[src/rtl/xsp_decrypt_core.sv]
// rtl/xsp_decrypt_core.sv - iterative XOR-Shift-Permutation decryptor, one inverse round per clock
// Accepts a ciphertext/key pair in IDLE, unrolls the forward rounds in reverse, presents plaintext in DONE.
module xsp_decrypt_core #(
  parameter int ROUNDS  = 4,
  parameter int KEY_ROT = 1
) (
  input  logic       clk,
  input  logic       rst,
  input  logic       in_valid,
  output logic       in_ready,
  input  logic [7:0] cipher_in,
  input  logic [7:0] key_in,
  output logic       out_valid,
  input  logic       out_ready,
  output logic [7:0] plain_out,
  output logic       busy
);

  localparam int CW = $clog2(ROUNDS + 1);

  typedef enum logic [1:0] {
    IDLE  = 2'd0,
    ROUND = 2'd1,
    DONE  = 2'd2
  } state_t;

  state_t        state;
  logic [CW-1:0] round_cnt;
  logic [7:0]    data_q;
  logic [7:0]    key_q;
  logic [2:0]    key_amt;
  logic [7:0]    round_key;
  logic [7:0]    round_out;

  function automatic logic [7:0] rotl8(input logic [7:0] x, input logic [2:0] n);
    logic [15:0] t;
    t = {x, x} << n;
    return t[15:8];
  endfunction

  function automatic logic [7:0] rotr8(input logic [7:0] x, input logic [2:0] n);
    logic [15:0] t;
    t = {x, x} >> n;
    return t[7:0];
  endfunction

  // y[i] = x[(3*i) mod 8]; self-inverse, so the same wiring serves both directions
  function automatic logic [7:0] perm(input logic [7:0] x);
    return {x[5], x[2], x[7], x[4], x[1], x[6], x[3], x[0]};
  endfunction

  always_comb begin
    key_amt   = 3'(int'(round_cnt) * KEY_ROT);
    round_key = rotl8(key_q, key_amt);
    round_out = rotr8(perm(data_q), 3'd3) ^ round_key;
  end

  assign in_ready = (state == IDLE);

  always_ff @(posedge clk or posedge rst) begin
    if (rst) begin
      state     <= IDLE;
      round_cnt <= '0;
      data_q    <= 8'h00;
      key_q     <= 8'h00;
      out_valid <= 1'b0;
      busy      <= 1'b0;
      plain_out <= 8'h00;
    end else begin
      case (state)
        IDLE: begin
          if (in_valid) begin
            data_q    <= cipher_in;
            key_q     <= key_in;
            round_cnt <= CW'(ROUNDS - 1);
            busy      <= 1'b1;
            state     <= ROUND;
          end
        end
        ROUND: begin
          data_q <= round_out;
          if (round_cnt == '0) begin
            plain_out <= round_out;
            out_valid <= 1'b1;
            state     <= DONE;
          end else begin
            round_cnt <= round_cnt - CW'(1);
          end
        end
        DONE: begin
          if (out_ready) begin
            out_valid <= 1'b0;
            busy      <= 1'b0;
            state     <= IDLE;
          end
        end
        default: begin
          out_valid <= 1'b0;
          busy      <= 1'b0;
          state     <= IDLE;
        end
      endcase
    end
  end

endmodule

[config.mk]
export PLATFORM = sky130hd
export DESIGN_NAME = xsp_decrypt_core
export DESIGN_NICKNAME = d
export VERILOG_FILES = /design/src/rtl/xsp_decrypt_core.sv
export SDC_FILE = /design/constraint.sdc
export NUM_CORES = 1
export LEC_CHECK = 0
export ABC_AREA = 1
export BUFFER_PORTS_ARGS = -buffer_cell sky130_fd_sc_hd__buf_2
export CAP_MARGIN = 20
export CORE_MARGIN = 1.5
export CORE_UTILIZATION = 55
export DETAILED_ROUTE_END_ITERATION = 10
export PLACE_DENSITY = 0.81
export SLEW_MARGIN = 30
export SYNTH_ARGS = -nofsm -noshare
export SYNTH_HDL_FRONTEND = slang
export SYNTH_SLANG_ARGS = --single-unit
export TNS_END_PERCENT = 100
[constraint.sdc]
create_clock -name clk -period 2.3 [get_ports clk]
set_clock_uncertainty 0.2 [all_clocks]
set_input_delay 0.115 -clock clk [delete_from_list [all_inputs] [get_ports clk]]
set_output_delay 0.115 -clock clk [all_outputs]
set_load 0.01 [all_outputs]
==> metrics.csv <==
stage,metric,value,unit
floorplanning,chip width,60.3,microns
detailed_routing,Vias per Instance,4.87,
cts,PostCTS Resize Cnt,0,
grt,all-layer global routing usage,24.4,%
power,internal power,1.60,mW
detailed_routing,DRT Wirelength,3800,microns
placement,Post-Place Cells,325,
power,Clk pwr share,10.4,%
timing,Final period util,82.6,%
worst_setup_path,CP endpoint kind,register,
timing,Final WS setup,0.401,ns
worst_setup_path,R2R Path Start,round_cnt[0]$_DFFE_PP0P_,
floorplanning,die area,3640,sq um
timing,"Min Clock Period, post-route",1.90,ns
worst_setup_path,critical path peak fanout,12,
detailed_routing,initial drt markers,77,
min_path,HP Start,in_valid,
min_path,WHS Path Cells,4,
placement,port bufs,30,
cts,"CTS clk-pin slew, worst paths",0.09,ns
timing,Setup-failing EPs final,0,
floorplanning,row count,20,
placement,RePlAce Congestion,0.885,
synthesis,synth warn,0,
synthesis,syn nets,277,
cts,TritonCTS buffer count,5,
worst_setup_path,Worst Path Required,2.34,ns
grt,initial antenna violation count,0,
power,Worst VDD drop,0.770,mV
synthesis,Synth async-reset ratio,100,%
detailed_routing,DRT Pass-1 Iters,5,
power,Sw Ratio,48.5,%
detailed_routing,vias,1703,
worst_setup_path,crit path kind,register to register,
synthesis,number of enable flip-flop cells after synthesis,0,
timing,RSZ-0062 raised after global routing,no,
timing,final hold vios,0,
worst_setup_path,CP startpoint kind,register,
synthesis,Mapped Avg Cell Area,7.08,sq um
timing,Worst Max-Slew Pin Slew,0.418,ns
cts,Sink Count,31,
synthesis,Post-Synthesis Cells,255,
synthesis,"FF+latch count, synth",31,
floorplanning,Initial Utilization,58.7,%
detailed_routing,# DRC,0,
grt,largest net degree at the start of global routing,32,
detailed_routing,Final ANT Viol Nets,0,
cts,CTS Root Cell,clkbuf_4,
grt,first-pass GRT wire length,6460,microns
layout,share of cells above drive strength 1,19.9,%
cts,H-tree levels,2,
power,Seq pwr share,32.7,%
floorplanning,I/O pins,31,
timing,slew margin rel.,72.1,%
worst_setup_path,CP most frequent cell,nand2_1,
synthesis,area of the mapped netlist,1810,sq um
layout,Layout Area Growth over Synthesis,22.8,%
placement,Post-DP Area,1980,sq um
power,Gate power share,56.9,%
floorplanning,CORE AREA,3080,sq um
timing,"Slew Viols, Final",0,
power,Lkg Pwr,1.24,nW
cts,Skew-Pair Late Insertion Delay,0.33,ns
grt,vias in the first global route,1561,
power,NetSw,1.51,mW
min_path,Hold Path Sink,busy$_DFFE_PP0P_,
power,Pwr per Cell Area,1400,nW/um^2
worst_setup_path,critical path's slowest cell,dfrtp_1,
worst_setup_path,Critical Path Max Stage Delay,0.48,ns
layout,# diodes,0,
cts,maximum clock insertion buffer count,2,
synthesis,"Seq/Total Area, Yosys",43.0,%
worst_setup_path,FF-to-FF End,plain_out[4]$_DFFE_PP0P_,
layout,final instance area,2220,sq um
worst_setup_path,Worst EP arrival,1.94,ns
timing,Max Freq,527,MHz
worst_setup_path,R2R cell count,7,
min_path,Hold/Removal Path Class,input pin to register,
synthesis,main flop type after synthesis,dfrtp_1,
floorplanning,Die Y,60.3,microns
synthesis,Netlist cell types,22,
grt,Congestion Overflow GR,0,
worst_setup_path,r2r setup slk,0.40,ns
layout,fin nets,328,
placement,pre-CTS WS,0.413,ns
cts,CTS tree,done,
detailed_routing,Avg WL per Cell,10.9,microns
run_status,status,completed,
placement,dpl hpwl,2720,microns
layout,final cell count without fillers,350,
run,maxcap violations,0,
worst_setup_path,cells along the critical path,"inv_2, ha_1, inv_1, nor3_4, inv_4, nand2_1, nand2_1",
timing,setup_tns,0,ns
[cells in the mapped netlist (2+ instances only)]
cell type | number | area (sq um)
o21ai_0 | 4 | 20.0
inv_2 | 5 | 18.8
buf_2 | 3 | 15.0
dfrtp_1 | 31 | 776
buf_4 | 3 | 22.5
inv_1 | 11 | 41.3
ha_1 | 2 | 25.0
nor2_1 | 18 | 67.6
nand2_2 | 8 | 50.1
nand2_1 | 109 | 409
nand3_1 | 48 | 240
buf_6 | 2 | 22.5
nor2_4 | 2 | 22.5
[per-stage QoR]
| step | utilization (%) | hold WS (ns) | power, mW |
|---|---|---|---|
| after detailed placement | 64.3 | 0.00965 | 2.76 |
| after CTS | 72.0 | 0.0152 | 3.11 |
| final | 72.0 | 0.0175 | 3.11 |
| after global routing | 72.0 | 0.0339 | 3.47 |
| after global placement | 64.3 | 0.00745 | 2.73 |
| after floorplan | - | 0.0185 | 2.42 |
[kinds of logic after synthesis]
family | count (synthesis) | synth area share (%)
buffers and inverters | 26 | 7.21
adder cells (fa/ha/maj) | 2 | 1.39
flip-flops | 31 | 43.0
XOR/XNOR | 1 | 0.485
AO/OA/AOI/OAI | 7 | 2.43
AND/OR/NAND/NOR | 188 | 45.5
[placed cells by master, fill, tap and decap left out, types with 2 or more instances in the layout]
master	synthesis	routed
buf_2	3	30
buf_4	3	4
clkbuf_4	0	5
dfrtp_1	31	31
dlygate4sd3_1	0	18
ha_1	2	2
inv_1	11	11
inv_2	5	5
nand2_1	109	109
nand2_2	8	8
nand3_1	48	48
nor2_1	18	18
nor2_4	2	2
o21ai_0	4	4
[flip-flops by register name, indices dropped and copies added, names as in the netlist]
signal / count
data_q: 8
plain_out: 8
key_q: 8
out_valid: 1
round_cnt: 3
state: 2
busy: 1
[worst max-delay path, delay by kind of cell (launching register included)]
kind	cells	cell delay, ns
DFF	1	0.48
adders and majority gates	1	0.18
and+or+nand+nor	3	0.53
buffers and inverters	3	0.41
[power groups by stage]
stage / Sequential, mW / Combinational (mW) / Clock [mW]
floorplan: 0.998 / 1.42 / 0
global placement: 1.02 / 1.71 / 0
detailed placement: 1.02 / 1.74 / 0
CTS: 1.01 / 1.77 / 0.329
global route: 1.05 / 2.07 / 0.354
finish: 1.02 / 1.77 / 0.322
[per-layer routing]
layer | GRT usage [%] | vias to the layer above | routed length, microns
met5 | 0 | - | 0
met4 | 11.1 | 0 | 64
met3 | 5.41 | 8 | 192
met2 | 39.4 | 46 | 1720
met1 | 31.1 | 743 | 1820
li1 | - | 906 | -
[worst max-delay path by stage]
stage | end | cells past startpoint | slack, ns | startpoint
final | plain_out[4]$_DFFE_PP0P_ | 7 | 0.40 | round_cnt[0]$_DFFE_PP0P_
after global placement | plain_out[1]$_DFFE_PP0P_ | 7 | 0.49 | round_cnt[0]$_DFFE_PP0P_
after CTS | plain_out[5]$_DFFE_PP0P_ | 7 | 0.40 | round_cnt[0]$_DFFE_PP0P_
after global routing | plain_out[0]$_DFFE_PP0P_ | 7 | 0.21 | round_cnt[0]$_DFFE_PP0P_
after detailed placement | plain_out[5]$_DFFE_PP0P_ | 7 | 0.41 | round_cnt[0]$_DFFE_PP0P_
after floorplan | plain_out[0]$_DFFE_PP0P_ | 9 | 0.57 | round_cnt[0]$_DFFE_PP0P_
[area by class of cell]
class / count / area [sq um]
Sequential cell: 31 / 776
Multi-Input combinational cell: 198 / 900
Clock buffer: 6 / 51.3
Tap cell: 44 / 55.1
Timing Repair Buffer: 52 / 360
Fill cell: 274 / 861
Clock inverter: 1 / 5.00
Inverter: 18 / 70.1
[what timing repair did]
action,CTS,global route
setup buffers,0,0
hold buffers,18,0
endpoints found under the hold margin,50,0
Power figures use the tool's default switching activity.
